$ cat src/rtl/irq_controller.sv
// Prioritising interrupt controller for the single-cycle core.
// It latches rising edges from the sources as pending bits and applies a software mask. It raises one
// registered request while the core runs in user mode. It then tracks the source in service until the
// handler returns. Its registers sit in the peripheral window, and rdata is ORed onto the core read bus.
module irq_controller #(
  parameter int unsigned NUM_SRC   = 4,
  parameter logic [31:0] BASE_ADDR = 32'h40000030
) (
  input  logic               clk,
  input  logic               reset,
  input  logic [NUM_SRC-1:0] src,
  input  logic               kernel_mode,
  input  logic               irq_taken,
  input  logic               mem_rd,
  input  logic               mem_wr,
  input  logic [31:0]        addr,
  input  logic [31:0]        wdata,
  output logic [31:0]        rdata,
  output logic               irq,
  output logic               busy
);

  localparam logic [31:0] PendAddr  = BASE_ADDR;
  localparam logic [31:0] MaskAddr  = BASE_ADDR + 32'd4;
  localparam logic [31:0] CauseAddr = BASE_ADDR + 32'd8;

  typedef enum logic [1:0] {StIdle, StReq, StService} state_e;

  state_e             state_q, state_d;
  logic [NUM_SRC-1:0] pend_q, pend_d;
  logic [NUM_SRC-1:0] mask_q, mask_d;
  logic [NUM_SRC-1:0] src_q;
  logic               kmode_q;
  logic               cause_valid_q, cause_valid_d;
  logic [2:0]         cause_id_q, cause_id_d;
  logic               irq_q, busy_q;

  logic               sel_pend, sel_mask, sel_cause;
  logic               take;
  logic [2:0]         win;
  logic [NUM_SRC-1:0] rise, clr_sw, clr_take, active, active_nxt;

  // Only the upper data bits beyond the source count are never consumed.
  logic unused_wdata;
  assign unused_wdata = ^wdata;

  // Exact word-address decode; anything else (including unaligned) is ignored.
  always_comb begin
    sel_pend  = (addr == PendAddr);
    sel_mask  = (addr == MaskAddr);
    sel_cause = (addr == CauseAddr);
  end

  // Lowest-index enabled pending source wins.
  always_comb begin
    active = pend_q & mask_q;
    win    = 3'd0;
    for (int i = int'(NUM_SRC) - 1; i >= 0; i--) begin
      if (active[i]) win = 3'(i);
    end
  end

  // Pending/mask next state: event set beats a W1C or acceptance clear of the same bit.
  always_comb begin
    take   = (state_q == StReq) && irq_taken;
    rise   = src & ~src_q;
    clr_sw = (mem_wr && sel_pend) ? wdata[NUM_SRC-1:0] : '0;
    for (int i = 0; i < int'(NUM_SRC); i++) begin
      clr_take[i] = take && (win == 3'(i));
    end
    pend_d     = (pend_q & ~clr_sw & ~clr_take) | rise;
    mask_d     = (mem_wr && sel_mask) ? wdata[NUM_SRC-1:0] : mask_q;
    active_nxt = pend_d & mask_d;
  end

  // Request/service sequencing and CAUSE capture.
  always_comb begin
    state_d       = state_q;
    cause_valid_d = cause_valid_q;
    cause_id_d    = cause_id_q;
    unique case (state_q)
      StIdle: begin
        if (|active && !kernel_mode) state_d = StReq;
      end
      StReq: begin
        if (irq_taken) begin
          state_d       = StService;
          cause_valid_d = 1'b1;
          cause_id_d    = win;
        end else if (active_nxt == '0 || kernel_mode) begin
          // Withdrawn by software, or an exception entry beat us; pending bits stay.
          state_d = StIdle;
        end
      end
      StService: begin
        // Handler return (jr $26) shows up as a falling edge of kernel mode.
        if (kmode_q && !kernel_mode) begin
          state_d       = StIdle;
          cause_valid_d = 1'b0;
        end
      end
      default: state_d = StIdle;
    endcase
  end

  // State, register file and edge-detect history.
  always_ff @(posedge clk or negedge reset) begin
    if (!reset) begin
      state_q       <= StIdle;
      pend_q        <= '0;
      mask_q        <= '0;
      src_q         <= '0;
      kmode_q       <= 1'b0;
      cause_valid_q <= 1'b0;
      cause_id_q    <= 3'd0;
      irq_q         <= 1'b0;
      busy_q        <= 1'b0;
    end else begin
      state_q       <= state_d;
      pend_q        <= pend_d;
      mask_q        <= mask_d;
      src_q         <= src;
      kmode_q       <= kernel_mode;
      cause_valid_q <= cause_valid_d;
      cause_id_q    <= cause_id_d;
      irq_q         <= (state_d == StReq);
      busy_q        <= (state_d == StService);
    end
  end

  assign irq  = irq_q;
  assign busy = busy_q;

  // Same-cycle read path; zero unless this block is addressed.
  always_comb begin
    rdata = '0;
    if (mem_rd) begin
      if (sel_pend) begin
        rdata[NUM_SRC-1:0] = pend_q;
      end else if (sel_mask) begin
        rdata[NUM_SRC-1:0] = mask_q;
      end else if (sel_cause) begin
        rdata = {cause_valid_q, 28'd0, cause_id_q};
      end
    end
  end

endmodule
$ cat config.mk
export PLATFORM = sky130hd
export DESIGN_NAME = irq_controller
export DESIGN_NICKNAME = d
export VERILOG_FILES = /design/src/rtl/irq_controller.sv
export SDC_FILE = /design/constraint.sdc
export NUM_CORES = 1
export LEC_CHECK = 0
export BUFFER_PORTS_ARGS = -buffer_cell sky130_fd_sc_hd__buf_2
export CAP_MARGIN = 20
export CORE_ASPECT_RATIO = 0.6
export CORE_UTILIZATION = 36
export CTS_CLUSTER_SIZE = 40
export DETAILED_ROUTE_END_ITERATION = 8
export PLACE_DENSITY = 0.77
export SYNTH_ARGS = -nofsm -noshare
export SYNTH_HDL_FRONTEND = slang
export SYNTH_SLANG_ARGS = --single-unit
$ cat constraint.sdc
create_clock -name clk -period 1.6 [get_ports clk]
set_input_delay 0.08 -clock clk [delete_from_list [all_inputs] [get_ports clk]]
set_output_delay 0.08 -clock clk [all_outputs]
set_load 0.01 [all_outputs]
==> results of run 1 <==
## registers in the layout, summed over array words and instances (netlist names)
| register | count |
|---|---|
| busy | 1 |
| state_q | 2 |
| pend_q | 4 |
| cause_valid_q | 1 |
| mask_q | 4 |
| cause_id_q | 2 |
| src_q | 4 |
| irq | 1 |
| kmode_q | 1 |
## cell families (layout without fill, tap and decap cells)
family,count (synthesis),count (layout),share of synthesized area (%)
muxes,8,8,6.75
DFF,20,20,36.5
and+or+nand+nor,47,47,26.5
buffers and inverters,33,85,16.4
AOI/OAI and AO/OA,26,26,13.6
other,1,27,0.273
## what timing repair did
item	4_1_cts	5_1_grt
pin swaps	4	0
setup buffers	3	0
hold endpoints to repair	25	0
hold buffers	6	0
resized for setup	12	5
endpoints found under the setup margin	2	5
gates cloned	0	0
## cells in the mapped netlist (2+ instances only)
cell and n:
mux2_4 2, nand3b_1 2, inv_1 3, o21ai_1 2, mux2_2 2, o31ai_1 2, nor4_2 3, nor2b_1 3
nor4_4 2, nor4b_4 2, nor3_1 4, or2_1 2, nand2_1 11, a21oi_1 6, clkbuf_1 2, dfrtp_1 20
nor2_1 7, a21o_1 3, a21boi_2 2, buf_4 27, nand2b_1 2, o21ai_0 6, nand4_2 2, mux2i_1 4
## report_power, final
part	switching [mW]	total, mW	internal, mW
logic	0.0980	0.191	0.0928
clock network	0.162	0.329	0.168
registers	0.00195	0.514	0.512
total	0.261	1.03	0.772
## layout make-up
cell class | instances | area [µm²] | share of cell area, %
clock buffer | 3 | 41.3 | 2.10
sequential | 20 | 500 | 25.5
multi-input combinational | 108 | 813 | 41.4
tap | 45 | 56.3 | 2.86
timing repair buffer | 78 | 539 | 27.4
inverter | 4 | 15.0 | 0.764
## per-layer routing
layer	track usage (%)	routed length [µm]	vias up
li1	-	-	582
met1	22.3	1500	525
met2	25.3	1410	47
met3	4.44	304	4
met4	4.39	25	0
met5	0	0	-
## path summary, 6_finish.rpt
| path | end | cells past startpoint | startpoint |
|---|---|---|---|
| hold reg to reg | cause_id_q[0] | 2 | cause_id_q[0] |
| setup / recovery | state_q[0] | 9 | addr[11] |
| max in group asynchronous | src_q[3] | 2 | reset |
| hold / removal | mask_q[0] | 2 | wdata[0] |
| min in group asynchronous | cause_id_q[1] | 2 | reset |
| setup reg to reg | state_q[0] | 7 | state_q[1] |
## worst max-delay path, stage by stage
cell and delay, ns:
buf_2 0.11, nor4_4 0.28, nand4_2 0.19, nor4b_4 0.24, buf_4 0.19, mux2_4 0.32
o21a_4 0.13, a2111oi_4 0.34, o21ai_1 0.11
## metrics by stage
stage	hold slack (ns)	power [mW]	TNS, ns	setup slack, ns
finish	0.0918	1.03	-0.484	-0.243
global route	0.0798	1.09	-0.664	-0.334
CTS	0.0878	1.04	-0.463	-0.237
detailed placement	0.0519	0.683	-1.58	-0.622
global placement	0.0519	0.680	-1.19	-0.545
floorplan	-0.216	0.640	-0.725	-0.363
==> results by stage, run 1 <==
Outcome:
- The flow ran to the end, but the final reports show violations.
- The checks that failed: setup timing.

Worst setup path:
- Data arrives at the worst endpoint at 1.98 ns.
- The reg-to-reg setup timing slack is -0.19 ns.
- Data on the critical path is required at its endpoint by 1.74 ns.
- The kind of critical path is input pin to flip-flop.
- Of all nets on the critical path, the largest fanout is 4.
- STA classifies the critical path startpoint as an input pin.
- The worst setup path is captured at a flip-flop.

Power and ir drop:
- The ratio of total power to cell area is 526 nW/µm².
- IR analysis of the VDD net gives a maximum drop of 0.443 mV.
- For this design the static power due to leakage is 0.969 nW.

Logic synthesis:
- The flip-flop and latch count after synthesis is 20.
- The synthesized design contains 0 enable-type register cells.
- The top cell type by area accounts for 36.5% of the synthesized area.
- In the synthesized netlist the async set-or-reset flop fraction comes to 100%.
- The mean area per synthesized cell is 10.2 µm².
- During synthesis, Yosys emitted a total of 0 warnings.
- The commonest register cell after synthesis is dfrtp_1.
- The most area-hungry cell type in the Yosys netlist is dfrtp_1.
- The share of the Yosys chip area taken by registers is 36.5%.
- Ranked by total cell area, the synthesized netlist is headed by dfrtp_1 36%, buf_4 15%, nor4b_4 3.5%.
- In this run, distinct cell masters in the synthesized netlist total 38.
- In the synthesized netlist, the number of instances is 135.
- The area of the mapped netlist is 1370 µm².

GRT:
- The largest net degree at the start of global routing is 21.
- After global routing the overflow that remains totals 0.
- The first global-routing pass estimated 4.86 mm of wire.
- The number of global-route vias before repair is 1081.
- The number of antenna violations at the first check in global routing came to 0.
- The global-route usage over all layers is 16.3%.

Layout:
- Leaving out fill and tap cells, the most frequent cells in the layout are 41 x buf_2, 27 x conb_1, 20 x dfrtp_1, 20 x buf_4.
- The synthesis-to-layout area growth is 43.2%.
- Summing all non-filler instances in the final layout gives an area of 1970 µm².
- Of the cells placed in the final design, the portion with a size suffix greater than 1 is 46.9%.
- After the flow finishes, the layout carries non-filler instances totaling 258.
- The total number of nets in the final design is 289.
- Counting the fill cells in the layout gives 311.
- Measured on the finished design, the core utilization comes to 57.1%.
- The diode insertion count for antenna repair is 0.
- The library cell used most frequently in the layout, excluding fill and tap cells, is buf_2.

Clock network:
- The root buffer cell chosen for the clock tree is clkbuf_8.
- After clock tree synthesis, the clock-pin slew on the worst setup and hold paths is 0.07 ns.
- The clock insertion delay at the later pin of the skew report is 0.26 ns.
- The count of H-tree levels built during CTS is 1.
- Counting along the longest clock path gives a buffer depth of 2.
- TritonCTS built the clock tree.
- CTS saw 20 sinks.
- Clock tree synthesis inserted a total of 3 buffers.

Placed design:
- Buffers placed on the I/O ports in this run total 52.
- The congestion estimate from routability-driven global placement came to 0.819.
- Once placement completed, the tool counted placed cells totaling 246.
- Once placement finished, the instance area stood at 1750 µm².
- The post-DP HPWL is 2.65 mm.

Floorplanning:
- Measured along the x axis, the die boundary spans 81.7 µm.
- The initial utilization of the core area, before any placement, comes to 39.9%.
- The area of the core is 3440 µm².
- The total die area is 4070 µm².
- From bottom edge to top edge, the die measures 49.8 µm.
- 108 I/O pins were placed.
- The number of cell rows is 16.

Timing:
- Setup violations remaining at the end of the flow were counted as 2.
- The highest attainable clock frequency is 0.543 GHz.
- Setup repair after global routing could not meet its margin everywhere.
- The worst setup slack after layout is -0.243 ns.
- The worst clock skew is 0.00503 ns.
- The final cycle utilization of the critical path is 115%.
- The time the final worst path needs with I/O delays and setup is 1.84 ns.
- The final number of max-transition violations is 0.
- The number of hold violations in the final report came to 0.

Route:
- Summing over every cut layer, the via total after detailed routing is 1158.
- In this run the remaining antenna-violating nets after routing total 0.
- The post-detailed-route DRC marker count is 0.
- Before antenna repair, the detailed router went through 4 iterations.
- The initial detailed-routing violation count is 58.
- After detailed routing, the average wire length per cell comes to 12.6 µm.
- Summed over all layers, the routed wires come to 3.24 mm.
- In the routed layout, each cell is associated on average with a via count of 4.49.

Worst hold path:
- The min-delay analysis places its worst path in the category input pin to flip-flop.

Job:
- Across the run, the number of max-cap violations was 0.
Note: power is estimated with default switching activity, not from simulation.
==> run 2, diff against run 1 <==
Settings changed: HOLD_SLACK_MARGIN set to 0.12.
==> results by stage, run 2 (synthesis gave the netlist of run 1 again) <==
Outcome:
- The flow ran to the end, but the final reports show violations.
- The checks that failed: setup timing.

Clock network:
- TritonCTS built the clock tree.
- The maximum buffer depth of the clock tree is 2 (unchanged).
- The total clock sinks came to 20 (unchanged).
- The clock transition time at the flip-flop clock pins of the worst setup and hold paths is 0.07 ns (about the same).
- The clock insertion delay at the later pin of the skew report is 0.26 ns (about the same).
- The TritonCTS buffer count is 3 (unchanged).
- The tree is rooted in a clkbuf_8.
- The count of H-tree levels built during CTS is 1 (unchanged).

Power and ir drop:
- The share of total power consumed by net switching is 25.2% (-0.095 points).
- The switching power summed over all nets is 0.262 mW (+0.11%).
- The maximum VDD drop is 0.444 mV (+0.20%).
- The internal power consumption is 0.777 mW (+0.62%).
- The leakage power total was 0.982 nW (+1.3%).
- The power after layout came to 1.04 mW (+0.49%).
- The sequential cell fraction of total power is 49.4% (-0.3 points).
- The combinational cell fraction of total power is 18.9% (+0.4 points).
- The portion of total power attributed to the clock network is 31.6% (-0.3 points).
- The ratio of total power to cell area is 520 nW/µm² (-1.0%).

Timing:
- The time the final worst path needs with I/O delays and setup is 1.85 ns (+0.00290 ns).
- The summed negative setup slack over all endpoints was -0.489 ns (-0.00580 ns).
- The post-route worst hold slack is 0.125 ns (+0.0332 ns).
- The worst clock skew is 0.00449 ns (-0.000546 ns).
- Setup repair after global routing could not meet its margin everywhere.
- The final cycle utilization of the critical path is 115% (+0.18 points).
- The number of hold violations in the final report is 0 (unchanged).
- The count of final setup violators is 2 (unchanged).
- The highest attainable clock frequency was 0.542 GHz (-0.16%).
- The worst setup slack after layout was -0.246 ns (-0.00290 ns).
- The final number of max-transition violations is 0 (unchanged).

Worst setup path:
- In this run the critical register-to-register path is captured at state_q[0].
- The critical path capture point type is a flip-flop.
- The delay of the slowest cell on the worst path is 0.34 ns (about the same).
- The data arrival time at the worst-slack endpoint was 1.98 ns (about the same).
- The end point of the critical path is state_q[0].
- The worst reg-to-reg path cell count was 7 (unchanged).
- The critical-path cell with the highest stage delay is a2111oi_4.
- The critical path goes through buf_2 > nor4_4 > nand4_2 > nor4b_4 > buf_4 > mux2_4 > o21a_4 > a2111oi_4 > o21ai_1.
- The biggest fanout along the worst timing path is 4 (unchanged).
- The reg-to-reg setup timing slack is -0.19 ns (about the same).
- The kind of critical path is input pin to flip-flop.
- In this run the critical register-to-register path is launched from state_q[1].
- The category of the worst setup path launch point is an input pin.
- The data required time at the worst endpoint was 1.74 ns (about the same).
- Tracing the worst setup path back leads to its startpoint at addr[11].

Placed design:
- The weighted congestion reported at the end of routability-driven placement is 0.819 (unchanged).
- The instance count after placement with tap cells included is 246 (unchanged).
- The post-DP HPWL is 2.65 mm (unchanged).
- The number of input and output port buffers inserted is 52 (unchanged).

GRT:
- The overall overflow remaining after global route came to 0 (unchanged).
- The global-route usage over all layers was 16.7% (+0.39 points).
- The number of antenna violations at the first check in global routing is 0 (unchanged).
- The number of global-route vias before repair is 1122 (+3.8%).
- The largest net degree at the start of global routing is 21 (unchanged).
- The first-pass GRT wire length is 5.00 mm (+2.7%).

Layout:
- The final standard cell utilization of the core is 58.0% (+0.87 points).
- The share of post-route cells with drive strength above 1 is 46.3% (-0.65 points).
- The largest registers in the layout are mask_q (4), pend_q (4), src_q (4).
- The post-layout instance count excluding filler cells is 261 (+1.2%).
- The diode insertion count for antenna repair is 0 (unchanged).
- The synthesis-to-layout area growth is 45.4%.
- In the layout the commonest cells are 41 x buf_2, 27 x conb_1, 20 x dfrtp_1, 20 x buf_4.
- Leaving out fill and tap cells, the most frequent cell in the layout is buf_2.
- The total number of nets in the final design came to 292 (+1.0%).

Floorplanning:
- The number of cell rows is 16 (unchanged).
- The total die area came to 4070 µm² (unchanged).
- The area of the core is 3440 µm² (unchanged).
- The initial standard-cell utilization of the core is 39.9% (unchanged).
- The chip width is 81.7 µm (unchanged).
- The I/O pin count is 108 (unchanged).
- The vertical extent of the die is 49.8 µm (unchanged).

Route:
- The antenna violation net count after detailed routing came to 0 (unchanged).
- The average detailed-routed wire length per instance is 12.6 µm (+0.62%).
- The post-detailed-route DRC marker count is 0 (unchanged).
- The via count of the routed design is 1179 (+1.8%).
- The number of search-and-repair iterations in the first detailed-routing pass is 4 (unchanged).
- The total length of routed wires came to 3.30 mm (+1.8%).
- The via count normalized by instance count is 4.52 (+0.64%).
- The initial detailed-routing violation count is 81 (+40%).

Worst hold path:
- The path class of the lowest-slack min-delay path is input pin to flip-flop.

Job:
- The number of maximum-capacitance constraint violations was 0 (unchanged).
[run 2: cell count changes in the layout (fill, tap and decap cells not counted), sizes merged]
cell	change
dlygate4sd3	+3
[run 2: cell type report]
| type | instances | area (µm²) |
|---|---|---|
| Multi-Input combinational cell | 108 | 813 |
| Sequential cell | 20 | 500 |
| Tap cell | 45 | 56.3 |
| Inverter | 4 | 15.0 |
| Clock buffer | 3 | 41.3 |
| Fill cell | 309 | 1450 |
| Timing Repair Buffer | 81 | 569 |
[run 2: stage by stage]
step	area (µm²)	setup WS, ns
6_report	2000	-0.246
5_1_grt	2000	-0.338
2_1_floorplan	1520	-0.363
4_1_cts	1980	-0.237
3_3_place_gp	1750	-0.545
3_5_place_dp	1750	-0.622
[run 2: repair_timing]
item / in CTS / in global routing
pin swaps: 4 / 0
endpoints found under the hold margin: 29 / 0
hold buffers: 9 / 0
setup buffers: 3 / 0
setup endpoints to repair: 2 / 5
resized for setup: 12 / 5
[run 2: worst max-delay path: cells and delay by family]
| kind | cells | cell delay, ns |
|---|---|---|
| buffers and inverters | 2 | 0.30 |
| multiplexers | 1 | 0.32 |
| AO/OA/AOI/OAI | 3 | 0.58 |
| AND/OR/NAND/NOR | 3 | 0.71 |
[run 2: power by group through the flow]
stage	clock (mW)	sequential, mW	combinational, mW
after floorplan	0	0.523	0.116
after global placement	0	0.523	0.157
after detailed placement	0	0.523	0.160
after CTS	0.334	0.514	0.196
final	0.328	0.514	0.197
after global routing	0.366	0.514	0.216
[run 2: routing by layer]
metal  part of all wire (%)  vias up  global-route usage (%)
li1                       -      588                       -
met1                     46      540                    22.6
met2                     44       47                    26.4
met3                    9.1        4                    4.44
met4                   0.76        0                    4.39
met5                      0        -                       0
[run 2: worst min path at each step]
stage	startpoint	endpoint	slack (ns)	cells past startpoint
3_5_place_dp	reset	src_q[0]	0.05	1
5_1_grt	irq_taken	cause_valid_q	0.12	3
2_1_floorplan	reset	busy	-0.22	0
3_3_place_gp	reset	src_q[0]	0.05	1
4_1_cts	irq_taken	cause_valid_q	0.12	3
6_report	irq_taken	cause_valid_q	0.12	3
==> run 3, diff against run 2 <==
Settings changed: ABC_AREA set to 1, MAX_ROUTING_LAYER set to met4, PLACE_DENSITY 0.77 to 0.76.
==> results by stage, run 3 <==
Placed design:
- The weighted congestion reported at the end of routability-driven placement was 0.909 (+11%).
- The post-DP HPWL is 2.67 mm (+1.1%).
- The worst slack at placement came to -0.0197 ns (+0.602 ns).
- The number of input and output port buffers inserted is 52 (unchanged).
- The instance count after placement with tap cells included is 324 (+32%).
- The placed cell area is 1770 µm² (+0.86%).

Worst setup path:
- The worst setup path is launched from a flip-flop.
- The reg-to-reg setup timing slack is 0.03 ns (+0.22 ns).
- The data required time at the worst endpoint was 1.75 ns (about the same).
- The worst setup path is captured at a flip-flop.
- The endpoint of the lowest-slack register-to-register path is state_q[0].
- The biggest fanout along the worst timing path is 3 (-1).
- The worst register-to-register path begins at pend_q[3].
- The worst reg-to-reg path cell count is 12 (+5).
- The kind of critical path is flip-flop to flip-flop.
- The data arrival time at the worst-slack endpoint is 1.72 ns (-0.26 ns).

Power and ir drop:
- The switching power summed over all nets is 0.274 mW (+4.6%).
- The portion of total power attributed to the clock network is 43.5% (+12 points).
- The sequential cell fraction of total power is 43.1% (-6.3 points).
- The combinational cell fraction of total power was 13.4% (-5.5 points).
- The internal power consumption is 0.915 mW (+18%).
- The share of total power consumed by net switching was 23.0% (-2.2 points).
- The leakage power total is 1.17 nW (+19%).
- The ratio of total power to cell area was 571 nW/µm² (+9.8%).
- The maximum VDD drop came to 0.385 mV (-13%).

Route:
- The post-detailed-route DRC marker count is 0 (unchanged).
- The total length of routed wires is 3.58 mm (+8.4%).
- The antenna violation net count after detailed routing came to 0 (unchanged).
- The via count normalized by instance count was 4.24 (-6.1%).
- The average detailed-routed wire length per instance is 10.4 µm (-18%).
- The initial detailed-routing violation count is 47 (-42%).
- The number of search-and-repair iterations in the first detailed-routing pass is 6 (+2).
- The via count of the routed design is 1463 (+24%).

Timing:
- The number of hold violations in the final report came to 0 (unchanged).
- The count of final setup violators was 0 (-2).
- The final number of max-transition violations is 0 (unchanged).
- Setup repair after global routing could not meet its margin everywhere.
- The worst clock skew came to 0.00123 ns (-0.00326 ns).
- The time the final worst path needs with I/O delays and setup is 1.57 ns (-0.273 ns).
- The worst setup slack after layout is 0.0271 ns (+0.273 ns).
- The summed negative setup slack over all endpoints is 0 ns (+0.489 ns).
- The final cycle utilization of the critical path is 98.3% (-17 points).
- The highest attainable clock frequency is 0.636 GHz (+17%).

Worst hold path:
- The launch point of the worst hold path is mem_wr.
- The worst hold path belongs to the class input pin to flip-flop.
- For hold timing, the worst endpoint is mask_q[1].
- The depth of the worst hold-timing path is 3 (unchanged).

Clock network:
- The total clock sinks came to 20 (unchanged).
- The clock root buffer master is clkbuf_8.
- The clock insertion delay at the later pin of the skew report was 0.26 ns (about the same).
- The TritonCTS buffer count is 3 (unchanged).
- The maximum buffer depth of the clock tree came to 2 (unchanged).
- The clock transition time at the flip-flop clock pins of the worst setup and hold paths came to 0.08 ns (about the same).
- The count of H-tree levels built during CTS is 1 (unchanged).
- TritonCTS built the clock tree.

Layout:
- The diode insertion count for antenna repair is 0 (unchanged).
- The library cells used most frequently in the layout, excluding fill and tap cells, are 57 x nand2_1, 52 x buf_2, 29 x nor2_1.
- The largest registers in the layout are mask_q (4), pend_q (4), src_q (4).
- The storage element area is 500 µm² (unchanged).
- The post-layout instance count excluding filler cells is 345 (+32%).
- The final standard cell utilization of the core is 55.6% (-2.4 points).
- The multi-input combinational cell area is 821 µm² (+0.92%).
- The share of post-route cells with drive strength above 1 is 37.2% (-9.0 points).
- The post-layout instance area came to 2080 µm² (+4.3%).
- The synthesis-to-layout area growth is 45.1%.
- The library cell used most frequently in the layout, excluding fill and tap cells, is nand2_1.
- The count of filler cells inserted in the layout is 364 (+18%).
- The total number of nets in the final design is 373 (+28%).

Floorplanning:
- The I/O pin count is 108 (unchanged).
- The area of the core is 3740 µm² (+8.7%).
- The chip width was 83.5 µm (+2.2%).
- The initial standard-cell utilization of the core came to 38.3% (-1.6 points).
- The total die area is 4250 µm² (+4.3%).
- The number of cell rows was 17 (+1).
- The vertical extent of the die is 50.9 µm (+2.1%).

Logic synthesis:
- The share of async-settable or async-resettable flops after synthesis is 100% (unchanged).
- The flip-flop and latch count after synthesis is 20 (unchanged).
- The compound-gate portion of the synthesized area is 6.28% (-7.3 points).
- The mux share of post-synthesis cell area was 0% (-6.7 points).
- The number of enable-type register cells in the synthesized netlist was 0 (unchanged).
- The sequential cell area fraction in the yosys report is 34.9% (-1.6 points).
- In the post-synthesis netlist, the biggest area contributors are dfrtp_1 35%, nand2_1 18%, buf_4 14%.
- The area of the mapped netlist was 1430 µm² (+4.5%).
- The parity-gate share of the synthesized area counting xor and xnor cells is 0% (unchanged).
- The count of yosys warnings during synthesis was 0 (unchanged).
- The commonest cells after synthesis are 69 x nand2_1, 33 x nor2_1, 27 x buf_4.
- Among all flip-flop cells after synthesis, the most frequent one is dfrtp_1.
- The arithmetic-cell share of the synthesized area counting full adders, half adders and majority gates is 0% (unchanged).
- The portion of synthesized cell area occupied by the leading cell type is 34.9% (-1.6 points).
- The post-synthesis share of cell area spent on and, or, nand and nor gates is 38.1% (+12 points).
- The mean area per synthesized cell is 6.83 µm² (-33%).
- The distinct cell type count of the synthesized netlist is 24 (-37%).
- After synthesis, the largest family of logic cells by area is simple AND/OR/NAND/NOR gates.
- Among all cell types in the netlist, the one instantiated most often is nand2_1.
- The synthesized netlist cell count was 210 (+56%).
- The most area-hungry cell type in the Yosys netlist is dfrtp_1.

GRT:
- The number of antenna violations at the first check in global routing is 0 (unchanged).
- The number of global-route vias before repair came to 1294 (+15%).
- The first-pass GRT wire length came to 5.48 mm (+9.7%).
- The global-route usage over all layers is 17.1% (+0.37 points).
- The largest net degree at the start of global routing is 21 (unchanged).
- The overall overflow remaining after global route is 0 (unchanged).

Outcome:
- The run finished with clean final reports.

Job:
- The number of maximum-capacitance constraint violations is 0 (unchanged).
## run 3: cell types whose count changed after synthesis, moves of 3 or more
cell,change
nand2_1,+58
nor2_1,+26
inv_1,+21
nand3_1,+7
a21oi_1,-4
mux2i_1,-4
nand2_2,+4
nor3_1,-4
o21ai_0,-4
a21o_1,-3
nor4_2,-3
o211ai_1,+3
## run 3: layout make-up
type | count | area share (%)
Clock inverter | 1 | 1.44
Inverter | 24 | 4.33
Timing Repair Buffer | 85 | 25.9
Clock buffer | 3 | 1.98
Sequential cell | 20 | 24.1
Tap cell | 47 | 2.83
Multi-Input combinational cell | 165 | 39.4
## run 3: cell families after synthesis
group,Yosys count
AOI/OAI and AO/OA,13
other,1
DFF,20
and+or+nand+nor,125
buffers and inverters,51
## run 3: power groups by stage
stage                     combinational, mW  sequential (mW)  clock [mW]
after floorplan                       0.106            0.523           0
after global placement                0.134            0.523           0
after detailed placement              0.136            0.523           0
after CTS                             0.156            0.513       0.519
after global routing                  0.181            0.513       0.542
final                                 0.159            0.513       0.517
## run 3: worst max path at each step
| stage | start | cells past startpoint | endpoint |
|---|---|---|---|
| after floorplan | pend_q[1] | 14 | irq |
| after global placement | pend_q[1] | 14 | irq |
| after detailed placement | pend_q[1] | 14 | state_q[0] |
| after CTS | pend_q[1] | 14 | state_q[0] |
| after global routing | mask_q[3] | 12 | state_q[0] |
| final | pend_q[3] | 12 | state_q[0] |
## run 3: stage by stage
| step | total power [mW] | hold WS (ns) |
|---|---|---|
| 2_1_floorplan | 0.628 | -0.216 |
| 4_1_cts | 1.19 | 0.150 |
| 6_report | 1.19 | 0.151 |
| 5_1_grt | 1.24 | 0.175 |
| 3_3_place_gp | 0.656 | 0.0493 |
| 3_5_place_dp | 0.659 | 0.0543 |
## run 3: layer usage
layer / wire length [µm] / vias up / GRT usage, %
li1: - / 769 / -
met1: 1670 / 640 / 22.1
met2: 1660 / 48 / 29.0
met3: 206 / 6 / 4.04
met4: 37 / 0 / 1.69
met5: 0 / - / -
## run 3: critical path: stages (launching register included)
cell,delay (ns)
dfrtp_1,0.41
nand2_1,0.09
nand2_2,0.09
nand2_4,0.09
buf_4,0.11
nand2_1,0.04
o21a_1,0.20
nand2_1,0.07
nand2_1,0.06
nand2_1,0.05
nand2_1,0.07
o21ai_2,0.12
nand2_1,0.06
## run 3: timing repair
action                                  4_1_cts  5_1_grt
endpoints found under the hold margin        34        0
hold buffers                                 11        0
pin swaps                                     0       19
setup buffers                                 0        6
gates cloned                                  0        0
gates resized for setup                       3       25
endpoints found under the setup margin        2        4
